## config.mk

```make
export PLATFORM = sky130hd
export DESIGN_NAME = phase_freq_est
export DESIGN_NICKNAME = d
export VERILOG_FILES = /design/src/rtl/phase_freq_est_pkg.sv /design/src/rtl/phase_freq_est_wrap.sv /design/src/rtl/phase_freq_est.sv
export SDC_FILE = /design/constraint.sdc
export NUM_CORES = 1
export LEC_CHECK = 0
export ABC_AREA = 0
export ABC_CLOCK_PERIOD_IN_PS = 6800
export CORE_ASPECT_RATIO = 1.5
export CORE_MARGIN = 8
export CORE_UTILIZATION = 25
export CTS_CLUSTER_DIAMETER = 60
export CTS_CLUSTER_SIZE = 10
export DETAILED_ROUTE_END_ITERATION = 7
export HOLD_SLACK_MARGIN = 0.02
export PLACE_DENSITY = 0.37
export SYNTH_ARGS = -nofsm -noshare
export SYNTH_HDL_FRONTEND = slang
export SYNTH_SLANG_ARGS = --single-unit
```

## constraint.sdc

```tcl
create_clock -name clk -period 6.8 [get_ports clk]
set_input_delay 1.36 -clock clk [delete_from_list [all_inputs] [get_ports clk]]
set_output_delay 1.36 -clock clk [all_outputs]
set_load 0.02 [all_outputs]
```

## src/rtl/phase_freq_est_pkg.sv

```systemverilog
// Shared constants and helpers for the phase-difference frequency estimator.
package phase_freq_pkg;

    localparam int DEF_PHASE_W  = 10;
    localparam int DEF_AVG_LOG2 = 2;

    // Raw phase difference carries one extra bit so phase_i - prev cannot overflow.
    typedef logic signed [DEF_PHASE_W:0] raw_t;

    // PI in the CORDIC atan format: 2 integer bits, PHASE_W-3 fraction bits.
    function automatic int piFor(input int phaseW);
        return $rtoi(3.14159265358979 * (2.0 ** (phaseW - 3)) + 0.5);
    endfunction

    // Accumulator must hold the sum of 2^avgLog2 signed increments.
    function automatic int accWidth(input int phaseW, input int avgLog2);
        return phaseW + avgLog2;
    endfunction

endpackage

```

## src/rtl/phase_freq_est_wrap.sv

```systemverilog
// Stage-2 wrap: folds a raw phase difference back into [-PI, PI] and registers it.
module phase_wrap
    import phase_freq_pkg::*;
#(
    parameter int PHASE_W = DEF_PHASE_W,
    parameter int PI      = piFor(DEF_PHASE_W)
) (
    input  logic                      clk,
    input  logic                      rst,
    input  logic                      kill_i,
    input  logic                      valid_i,
    input  logic signed [PHASE_W:0]   raw_i,
    output logic signed [PHASE_W-1:0] d_o,
    output logic                      valid_o
);

    localparam logic signed [PHASE_W:0] PI_S     = (PHASE_W + 1)'(PI);
    localparam logic signed [PHASE_W:0] NEG_PI_S = (PHASE_W + 1)'(-PI);
    localparam logic [PHASE_W-1:0]      TWO_PI_W = PHASE_W'(2 * PI);

    logic signed [PHASE_W-1:0] d_d;
    logic signed [PHASE_W-1:0] d_q;
    logic                      valid_q;

    // Correct by one turn when outside +/-PI; the result always fits PHASE_W bits,
    // so the correction is done modulo 2^PHASE_W on the low bits only.
    always_comb begin
        d_d = raw_i[PHASE_W-1:0];
        if (raw_i > PI_S) begin
            d_d = raw_i[PHASE_W-1:0] - TWO_PI_W;
        end else if (raw_i < NEG_PI_S) begin
            d_d = raw_i[PHASE_W-1:0] + TWO_PI_W;
        end
    end

    // Output register; a restart drops the increment currently entering.
    always_ff @(posedge clk or posedge rst) begin
        if (rst) begin
            d_q     <= '0;
            valid_q <= 1'b0;
        end else begin
            valid_q <= valid_i && !kill_i;
            if (valid_i && !kill_i) begin
                d_q <= d_d;
            end
        end
    end

    assign d_o     = d_q;
    assign valid_o = valid_q;

endmodule

```

## src/rtl/phase_freq_est.sv

```systemverilog
// Phase-difference frequency estimator: wrapped per-sample phase increment plus
// a block average over 2^AVG_LOG2 increments.
// Build option: PHASE_FREQ_EST_ROUND_EN selects round-half-up averaging;
// left undefined the average truncates toward -inf.
module phase_freq_est
    import phase_freq_pkg::*;
#(
    parameter int PHASE_W  = DEF_PHASE_W,
    parameter int AVG_LOG2 = DEF_AVG_LOG2
) (
    input  logic                      clk,
    input  logic                      rst,
    input  logic                      phase_valid_i,
    input  logic signed [PHASE_W-1:0] phase_i,
    input  logic                      sync_i,
    output logic signed [PHASE_W-1:0] dphase_o,
    output logic                      dphase_valid_o,
    output logic signed [PHASE_W-1:0] freq_o,
    output logic                      freq_valid_o
);

    localparam int PI    = piFor(PHASE_W);
    localparam int ACC_W = accWidth(PHASE_W, AVG_LOG2);

    logic signed [PHASE_W-1:0] prev_q;
    logic                      havePrev_q;
    logic                      havePrev_d;
    logic                      take_d;
    logic signed [PHASE_W:0]   raw_d;
    logic signed [PHASE_W:0]   raw_q;
    logic                      rawValid_q;
    logic signed [PHASE_W:0]   rawDly_q;
    logic                      rawDlyValid_q;
    logic signed [ACC_W-1:0]   acc_q;
    logic signed [ACC_W-1:0]   sum_d;
    logic [AVG_LOG2-1:0]       cnt_q;
    logic signed [PHASE_W-1:0] avg_d;
    logic signed [PHASE_W-1:0] freq_q;
    logic                      freqValid_q;

    // Sample history: a difference is taken only when a previous sample exists
    // and no restart is requested; a restart with a sample re-primes history.
    always_comb begin
        take_d     = phase_valid_i && havePrev_q && !sync_i;
        raw_d      = {phase_i[PHASE_W-1], phase_i} - {prev_q[PHASE_W-1], prev_q};
        havePrev_d = havePrev_q;
        if (phase_valid_i) begin
            havePrev_d = 1'b1;
        end else if (sync_i) begin
            havePrev_d = 1'b0;
        end
    end

    // Stage 1 registers the raw difference, then an alignment register gives the
    // wrap stage its two-cycle position after capture.
    always_ff @(posedge clk or posedge rst) begin
        if (rst) begin
            prev_q        <= '0;
            havePrev_q    <= 1'b0;
            raw_q         <= '0;
            rawValid_q    <= 1'b0;
            rawDly_q      <= '0;
            rawDlyValid_q <= 1'b0;
        end else begin
            havePrev_q    <= havePrev_d;
            rawValid_q    <= take_d;
            rawDlyValid_q <= rawValid_q && !sync_i;
            rawDly_q      <= raw_q;
            if (take_d) begin
                raw_q <= raw_d;
            end
            if (phase_valid_i) begin
                prev_q <= phase_i;
            end
        end
    end

    phase_wrap #(
        .PHASE_W (PHASE_W),
        .PI      (PI)
    ) u_wrap (
        .clk     (clk),
        .rst     (rst),
        .kill_i  (sync_i),
        .valid_i (rawDlyValid_q),
        .raw_i   (rawDly_q),
        .d_o     (dphase_o),
        .valid_o (dphase_valid_o)
    );

    // Running sum including the increment now on dphase_o, and its block mean.
    // Rounding adds half an LSB before the shift, which equals adding the bit
    // just below the kept field.
    always_comb begin
        sum_d = acc_q + {{AVG_LOG2{dphase_o[PHASE_W-1]}}, dphase_o};
`ifdef PHASE_FREQ_EST_ROUND_EN
        avg_d = sum_d[ACC_W-1:AVG_LOG2] + PHASE_W'(sum_d[AVG_LOG2-1]);
`else
        avg_d = sum_d[ACC_W-1:AVG_LOG2];
`endif
    end

    // Stage 3: accumulate increments and publish the mean every 2^AVG_LOG2 of them.
    always_ff @(posedge clk or posedge rst) begin
        if (rst) begin
            acc_q       <= '0;
            cnt_q       <= '0;
            freq_q      <= '0;
            freqValid_q <= 1'b0;
        end else begin
            freqValid_q <= 1'b0;
            if (sync_i) begin
                acc_q <= '0;
                cnt_q <= '0;
            end else if (dphase_valid_o) begin
                if (cnt_q == '1) begin
                    freq_q      <= avg_d;
                    freqValid_q <= 1'b1;
                    acc_q       <= '0;
                    cnt_q       <= '0;
                end else begin
                    acc_q <= sum_d;
                    cnt_q <= cnt_q + 1'b1;
                end
            end
        end
    end

    assign freq_o       = freq_q;
    assign freq_valid_o = freqValid_q;

endmodule

```

==> results.json, run 1 <==
{
  "status": "finished clean",
  "cts_resized": 0,
  "numCtsBuffers": 9,
  "timing.slew.headroom": 0.224,
  "grt_usage": 0.0949,
  "hold_buffers": 0,
  "dieWidth_um": 117,
  "path_class": "primary input to flop",
  "synth-async-reset-ratio": 1.00,
  "leakage_nw": 2.05,
  "cts_tree": "yes",
  "num-fill-cells": 1613,
  "synth_ff_type": "dfrtp_1",
  "synth_area_mm2": 0.00381,
  "min_period_ns": 3.61,
  "clock-sinks": 71,
  "ant_nets": 0,
  "r2r_cells": 9,
  "worst_ep_arrival_time_ns": 3.88,
  "port_buffers": 35,
  "clk_pin_slew_ns": 0.06,
  "yosysSeqAreaShare": 0.467,
  "ff2ff_setup_slack_ns": 4.33,
  "synth.avg_cell_area_um2": 9.57,
  "antenna_cells": 0,
  "drt_first_pass_iters": 4,
  "synth_edf_count": 0,
  "worst_pin_slew_ns": 1.16,
  "final_cell_count_no_fill": 635,
  "yosysWarnings": 0,
  "worstSetupStartpointType": "primary input",
  "whs_ns": 0.372,
  "area_delta_synth_final_pct": 22.7,
  "cp_slowest_cell": "clkdlybuf4s50_1",
  "place_congestion": 0.851,
  "cts_htree_levels": 3,
  "hold_violations": 0,
  "nets": 472,
  "maxCapViolations": 0,
  "antenna_found_initial": 0,
  "grt_max_degree": 72,
  "pin_count": 36,
  "place_ws_ns": 2.79,
  "die_area_mm2": 0.0195,
  "syn_inst": 398,
  "clk-insertion-delay-late_ns": 0.33,
  "grt_pass1_wl_um": 14500,
  "core_area_mm2": 0.0150,
  "hold_class": "flop to flop",
  "cp.required_ns": 7.06,
  "grt_pass1_vias": 2891,
  "peakVddDrop_mv": 0.140,
  "slowest_delay_ns": 0.86,
  "clockBufferDepth": 2,
  "final_layout_size_suffix_gt1_frac": 0.0573,
  "fin_ws_ns": 3.19,
  "syn_nets": 439,
  "slew_violations": 0,
  "critPathCaptureType": "flop",
  "drt-total-wl_um": 8740,
  "ys_types": 49,
  "routed_via_density": 4.52,
  "final.period_utilization": 0.531,
  "num_vias": 2873,
  "whs_path_depth": 0,
  "die_h_um": 167,
  "hold_end": "rawDly_q[0]",
  "r2r_end": "acc_q[10]",
  "synth_seq_cells": 71,
  "min_from": "raw_q[0]",
  "drt_iter0_drc": 82,
  "hpwl_um": 6640,
  "max_clock_freq_ghz": 0.277,
  "crit_top_cell": "nand3_1",
  "fin_skew_ns": 0.00831,
  "rsz0062_at_grt": "false",
  "setup_tns_ns": 0,
  "root_buffer": "clkbuf_16",
  "p_per_area_mw_per_mm2": 316,
  "cts_setup_buffers": 0,
  "crit_fanout": 29,
  "reg2reg_from": "u_wrap.d_o[0]",
  "fin_util": 0.311,
  "rows": 55,
  "wl_per_cell_um": 13.8,
  "setup_viol": 0,
  "overflow": 0,
  "initial_core_util": 0.254,
  "crit_chain": "clkdlybuf4s50_1 > nand3_1 > or4_1 > nand3_1",
  "drc": 0,
  "dp.cells": 619
}
## logic make-up (layout without fill, tap and decap cells)
kind of cell,count (synthesis),in the layout,share of synthesized area
DFF,71,71,0.467
muxes,5,5,0.0138
and+or+nand+nor,120,120,0.146
AOI/OAI and AO/OA,115,115,0.198
xor gates and xnor gates,15,15,0.0381
buffers and inverters,45,83,0.0447
adders and majority gates,27,27,0.0927
## registers in the layout (all words and copies together), names as in the netlist
name	flops
acc_q	12
u_wrap.valid_o	1
u_wrap.d_o	10
freq_valid_o	1
freq_o	10
rawDly_q	11
raw_q	11
rawDlyValid_q	1
cnt_q	2
rawValid_q	1
prev_q	10
havePrev_q	1
## metal layers
metal	routed length (um)	GRT usage	vias to the layer above
met4	94	0.0285	0
met5	0	0	-
met1	3530	0.100	1345
met3	390	0.0223	7
li1	-	-	1463
met2	4730	0.178	58
## synth_stat cells (3+ instances only)
| cell type | number | share of area |
|---|---|---|
| nand2_1 | 64 | 0.063 |
| nand3b_1 | 4 | 0.0079 |
| a31oi_1 | 4 | 0.0066 |
| o311ai_0 | 3 | 0.0069 |
| nand2b_1 | 4 | 0.0066 |
| ha_1 | 25 | 0.082 |
| a211oi_1 | 4 | 0.0079 |
| inv_1 | 31 | 0.031 |
| o21a_1 | 5 | 0.0099 |
| o211ai_1 | 3 | 0.0059 |
| a21boi_0 | 3 | 0.0059 |
| nor3_1 | 7 | 0.0092 |
| dfrtp_1 | 71 | 0.47 |
| a21o_1 | 3 | 0.0059 |
| o31ai_1 | 10 | 0.020 |
| nor2b_1 | 5 | 0.0082 |
| xor2_1 | 6 | 0.014 |
| clkbuf_1 | 13 | 0.013 |
| nor2_1 | 15 | 0.015 |
| a21oi_1 | 9 | 0.012 |
| nor3b_1 | 5 | 0.0099 |
| o21ai_0 | 52 | 0.068 |
| nand3_1 | 10 | 0.013 |
| mux2i_1 | 3 | 0.0079 |
| xnor2_1 | 8 | 0.018 |
| o41ai_1 | 3 | 0.0069 |
## metrics by stage
stage	area, um2	power (mW)
6_report	4670	1.47
2_1_floorplan	3810	0.853
3_3_place_gp	4360	1.00
4_1_cts	4670	1.50
3_5_place_dp	4360	1.00
5_1_grt	4670	1.57
## worst max-delay path by stage
stage | from | slack, ns | cells after the start | to
2_1_floorplan | rst | 3.64 | 1 | acc_q[0]
3_3_place_gp | phase_valid_i | 2.80 | 4 | raw_q[8]
3_5_place_dp | phase_valid_i | 2.79 | 4 | raw_q[8]
4_1_cts | phase_valid_i | 3.13 | 4 | raw_q[8]
5_1_grt | phase_valid_i | 2.92 | 4 | raw_q[8]
6_report | phase_valid_i | 3.19 | 4 | raw_q[8]
## layout make-up
| class | instances | area (um2) | area share |
|---|---|---|---|
| multi-input cells | 282 | 1860 | 0.398 |
| inverters | 31 | 116 | 0.0249 |
| flip-flops and latches | 71 | 1780 | 0.380 |
| repair buffers | 36 | 358 | 0.0766 |
| clock inverters | 3 | 40.0 | 0.00857 |
| clock buffers | 13 | 270 | 0.0579 |
| well taps | 199 | 249 | 0.0533 |
## cell usage in the layout (no fill, tap or decap), types with 2 or more instances in the layout
master / n
a211o_1: 2
a211oi_1: 4
a21boi_0: 3
a21o_1: 3
a21oi_1: 9
a31oi_1: 4
and4_1: 2
clkbuf_16: 9
clkbuf_8: 3
clkdlybuf4s50_1: 35
clkinv_2: 2
dfrtp_1: 71
fa_1: 2
ha_1: 25
inv_1: 30
mux2_2: 2
mux2i_1: 3
nand2_1: 64
nand2b_1: 4
nand3_1: 10
nand3b_1: 4
nor2_1: 15
nor2b_1: 5
nor3_1: 7
nor3b_1: 5
o211ai_1: 3
o21a_1: 5
o21ai_0: 52
o311ai_0: 3
o31a_1: 2
o31ai_1: 10
o41ai_1: 3
xnor2_1: 8
xor2_1: 6
## critical path, delay by kind of cell
kind                   cells  cell delay, ns
and+or+nand+nor            3            1.64
buffers and inverters      1            0.86
## power by group
part	internal, mW	switching, mW
logic	0.191	0.222
registers	0.491	0.0843
clock network	0.313	0.173
total	0.994	0.479
No activity file was read; power rests on OpenSTA's default activity.
==> inputs of run 2 (changes only) <==
ABC_CLOCK_PERIOD_IN_PS = 3000   (was 6800)
PLACE_DENSITY = 0.39   (was 0.37)
clock period = 3 ns   (was 6.8 ns; I/O delays follow)
==> results.json, run 2 (synthesized netlist as in run 1, its figures left out) <==
{
  "status": "finished clean",
  "cts_tree": "yes",
  "dieWidth_um": 117,
  "wl_per_cell_um": 13.8,
  "final_layout_size_suffix_gt1_frac": 0.0743,
  "drt_first_pass_iters": 5,
  "num-fill-cells": 1654,
  "grt_pass1_vias": 3071,
  "num_vias": 2895,
  "crit_fanout": 4,
  "rows": 55,
  "initial_core_util": 0.254,
  "hold_violations": 0,
  "design_area_mm2": 0.00470,
  "drc": 0,
  "core_area_mm2": 0.0150,
  "grt_max_degree": 43,
  "startpoint": "phase_i[0]",
  "die_h_um": 167,
  "clk_pin_slew_ns": 0.05,
  "r2r_cells": 9,
  "drt_iter0_drc": 79,
  "peakVddDrop_mv": 0.228,
  "maxCapViolations": 0,
  "largest_register_ffs": 12,
  "power.switching_mw": 1.09,
  "timing.slew.headroom": 0.636,
  "seq_area_mm2": 0.00178,
  "fin_ws_ns": 0.500,
  "clock-sinks": 71,
  "r2r_end": "acc_q[6]",
  "setup_viol": 0,
  "area_delta_synth_final_pct": 23.4,
  "clkPwrFrac": 0.306,
  "slew_violations": 0,
  "final.period_utilization": 0.833,
  "p_int_mw": 2.15,
  "clockBufferDepth": 2,
  "min_from": "raw_q[3]",
  "min_period_ns": 2.50,
  "worstSetupStartpointType": "primary input",
  "cp.required_ns": 3.21,
  "routed_via_density": 4.50,
  "place_area_mm2": 0.00442,
  "worst_ep_arrival_time_ns": 2.71,
  "port_buffers": 35,
  "whs_ns": 0.373,
  "pin_count": 36,
  "grt_pass1_wl_um": 15100,
  "power_frac_comb": 0.293,
  "cts_resized": 0,
  "reg_top3": "acc_q (12), rawDly_q (11), raw_q (11)",
  "reg2reg_from": "u_wrap.d_o[0]",
  "antenna_cells": 0,
  "grt_usage": 0.0983,
  "max_clock_freq_ghz": 0.400,
  "p_per_area_mw_per_mm2": 690,
  "final_common_cell": "dfrtp_1",
  "ant_nets": 0,
  "fin_util": 0.313,
  "antenna_found_initial": 0,
  "leakage_nw": 2.07,
  "die_area_mm2": 0.0195,
  "setup_tns_ns": 0,
  "nets": 480,
  "hold_class": "flop to flop",
  "worst_pin_slew_ns": 0.547,
  "drt-total-wl_um": 8870,
  "regMostFlops": "acc_q",
  "critPathCaptureType": "flop",
  "overflow": 0,
  "place_congestion": 0.842,
  "hold_buffers": 0,
  "whs_path_depth": 0,
  "fin_skew_ns": 0.00731,
  "hpwl_um": 6750,
  "final_cell_mix": "dfrtp_1, nand2_1, o21ai_0",
  "swShare": 0.336,
  "cts_setup_buffers": 0,
  "multi_input_area_mm2": 0.00186,
  "root_buffer": "clkbuf_16",
  "rsz0062_at_grt": "false",
  "hold_end": "rawDly_q[3]",
  "clk-insertion-delay-late_ns": 0.33,
  "cts_htree_levels": 3,
  "pwr-share-seq": 0.401,
  "place_ws_ns": 0.167,
  "ff2ff_setup_slack_ns": 0.50,
  "numCtsBuffers": 9,
  "path_class": "primary input to flop"
}
[run 2: cell types whose count changed in the layout (fill, tap and decap cells not counted)]
cell,previous run,this run
buf_4,1,9
bufinv_16,1,0
clkbuf_8,3,2
clkinv_2,2,4
[run 2: area by class of cell]
type                    instances  area share
clock buffers                  12      0.0546
clock inverters                 4     0.00426
inverters                      31      0.0248
multi-input cells             282       0.396
flip-flops and latches         71       0.378
well taps                     199      0.0530
repair buffers                 44      0.0890
[run 2: stage by stage]
stage	power, mW	cells
3_5_place_dp	2.29	627
4_1_cts	3.31	643
6_report	3.24	643
3_3_place_gp	2.27	627
2_1_floorplan	1.93	398
5_1_grt	3.47	643
[run 2: worst max path at each step]
stage	end	slack (ns)	cells after the start
after floorplan	acc_q[0]	0.60	1
after global placement	raw_q[10]	0.18	10
after detailed placement	raw_q[10]	0.17	10
after CTS	acc_q[6]	0.47	9
after global routing	acc_q[6]	0.34	9
final	raw_q[6]	0.50	10
[run 2: routing by layer]
metal | GRT usage | wire [um] | vias up
li1 | - | - | 1469
met1 | 0.107 | 3670 | 1357
met2 | 0.175 | 4630 | 51
met3 | 0.0198 | 316 | 18
met4 | 0.0470 | 257 | 0
met5 | 0 | 0 | -
[run 2: critical path, stage by stage]
cell             delay, ns
clkdlybuf4s50_1       0.47
inv_1                 0.05
ha_1                  0.21
fa_1                  0.41
nor2b_1               0.13
o21ai_1               0.09
a21boi_1              0.26
o31a_1                0.26
a211oi_1              0.08
a21o_1                0.15
[run 2: power groups by stage]
stage / sequential (mW) / combinational, mW / clock [mW]
floorplan: 1.31 / 0.626 / 0
detailed placement: 1.32 / 0.965 / 0
global placement: 1.32 / 0.949 / 0
finish: 1.30 / 0.950 / 0.993
global route: 1.33 / 1.07 / 1.08
CTS: 1.31 / 0.969 / 1.04
==> inputs of run 3 (changes only) <==
ABC_CLOCK_PERIOD_IN_PS = 2500   (was 3000)
PLACE_DENSITY = 0.37   (was 0.39)
clock period = 2.5 ns   (was 3 ns; I/O delays follow)
==> results.json, run 3 (synthesized netlist as in run 1, its figures left out) <==
{
  "fin_skew_ns": 0.00357,
  "rsz0062_at_grt": "false",
  "min_from": "raw_q[1]",
  "cp_slowest_cell": "clkdlybuf4s50_1",
  "hold_violations": 0,
  "root_buffer": "clkbuf_16",
  "pin_count": 36,
  "place_congestion": 0.866,
  "drt_first_pass_iters": 4,
  "final_cell_count_no_fill": 652,
  "maxCapViolations": 0,
  "startpoint": "phase_i[0]",
  "num_vias": 2929,
  "slowest_delay_ns": 0.47,
  "dp.cells": 637,
  "setup_tns_ns": 0,
  "drt_iter0_drc": 75,
  "timing.slew.headroom": 0.311,
  "critPathTopFamily": "compound AO/OA/AOI/OAI gates",
  "die_area_mm2": 0.0195,
  "pwr-share-seq": 0.404,
  "final_layout_size_suffix_gt1_frac": 0.0905,
  "p_per_area_mw_per_mm2": 810,
  "grt_pass1_vias": 3099,
  "final_cell_mix": "dfrtp_1, nand2_1, o21ai_0",
  "worstSetupStartpointType": "primary input",
  "r2r_cells": 7,
  "largest_register_ffs": 12,
  "port_buffers": 35,
  "wl_per_cell_um": 13.7,
  "cts_tree": "yes",
  "min_period_ns": 2.29,
  "hold_buffers": 0,
  "crit_fanout": 4,
  "critPathCaptureType": "flop",
  "crit_top_cell": "o31a_1",
  "die_h_um": 167,
  "worst_ep_arrival_time_ns": 2.49,
  "r2r_end": "acc_q[11]",
  "overflow": 0,
  "ant_nets": 0,
  "clkPwrFrac": 0.297,
  "cts_setup_buffers": 0,
  "grt_usage": 0.0977,
  "antenna_cells": 0,
  "nets": 490,
  "regMostFlops": "acc_q",
  "reg2reg_from": "u_wrap.d_o[6]",
  "area_delta_synth_final_pct": 25.7,
  "final_common_cell": "dfrtp_1",
  "clock-sinks": 71,
  "final.period_utilization": 0.915,
  "setup_viol": 0,
  "p_int_mw": 2.58,
  "num-fill-cells": 1622,
  "max_clock_freq_ghz": 0.437,
  "hold_end": "rawDly_q[1]",
  "grt_pass1_wl_um": 14900,
  "grt_max_degree": 36,
  "cts_htree_levels": 3,
  "clockBufferDepth": 2,
  "power.switching_mw": 1.30,
  "core_area_mm2": 0.0150,
  "antenna_found_initial": 0,
  "fin_util": 0.319,
  "clk-insertion-delay-late_ns": 0.33,
  "drt-total-wl_um": 8910,
  "total_power_mw": 3.88,
  "drc": 0,
  "hold_class": "flop to flop",
  "dieWidth_um": 117,
  "clk_pin_slew_ns": 0.05,
  "place_ws_ns": -0.215,
  "reg_top3": "acc_q (12), rawDly_q (11), raw_q (11)",
  "path_class": "primary input to flop",
  "routed_via_density": 4.49,
  "hpwl_um": 7000,
  "swShare": 0.334,
  "cp_num_buf_inv": 2,
  "slew_violations": 0,
  "cp.required_ns": 2.70,
  "numCtsBuffers": 9,
  "fin_ws_ns": 0.211,
  "peakVddDrop_mv": 0.269,
  "whs_path_depth": 0,
  "status": "finished clean",
  "power_frac_comb": 0.299,
  "initial_core_util": 0.254,
  "worst_pin_slew_ns": 1.03,
  "rows": 55,
  "crit_chain": "clkdlybuf4s50_1 > inv_1 > ha_1 > fa_1 > nor2b_1 > o21ai_2 > a21boi_2 > o31a_1 > o31a_1 > o41ai_1",
  "leakage_nw": 2.11,
  "ff2ff_setup_slack_ns": 0.21
}
[run 3: cell types whose count changed in the layout (fill, tap and decap cells not counted)]
cell      previous run  this run
o21ai_2              0         1
clkbuf_8             2         1
a21boi_1             1         0
buf_4                9        17
buf_12               0         2
o21ai_1              1         0
clkbuf_1             1         4
clkinv_2             4         1
a21boi_2             0         1
[run 3: through the flow]
step                      hold slack (ns)  cell area [um2]
after floorplan                     0.354             3810
after global routing                0.386             4790
after detailed placement            0.362             4520
after global placement              0.361             4520
after CTS                           0.374             4780
final                               0.374             4790
[run 3: power groups by stage]
stage	clock [mW]	combinational, mW	sequential [mW]
2_1_floorplan	0	0.751	1.57
5_1_grt	1.23	1.31	1.60
3_5_place_dp	0	1.18	1.59
3_3_place_gp	0	1.17	1.59
6_report	1.15	1.16	1.57
4_1_cts	1.20	1.18	1.57
[run 3: final cells by class]
cell class	count	area, um2	area share
repair buffers	54	518	0.108
well taps	199	249	0.0520
clock buffers	14	254	0.0531
flip-flops and latches	71	1780	0.371
clock inverters	1	5.00	0.00105
inverters	31	116	0.0243
multi-input cells	282	1870	0.390
[run 3: how the worst max path moves through the flow]
stage,to,cells past startpoint
finish,raw_q[10],10
floorplan,acc_q[0],1
global route,acc_q[11],7
CTS,raw_q[10],10
global placement,raw_q[10],10
detailed placement,raw_q[10],10
[run 3: metal layers]
metal  GRT usage  share of wire  up-vias
met5           0              0        -
met4      0.0587          0.031        0
met3      0.0148          0.043       15
met2       0.179           0.53       49
met1       0.100           0.40     1371
li1            -              -     1494
[run 3: worst reg2reg max path: cells and delay by family, from the launching register on]
kind | cells | cell delay, ns
AND/OR/NAND/NOR | 1 | 0.15
adder cells (fa/ha/maj) | 1 | 0.31
AO/OA/AOI/OAI | 4 | 0.93
multiplexers | 1 | 0.38
flip-flops | 1 | 0.41
[run 3: what timing repair did]
action / 4_1_cts / 5_1_grt
gates resized for setup: 0 / 2
endpoints found under the hold margin: 0 / 0
setup endpoints to repair: 0 / 3
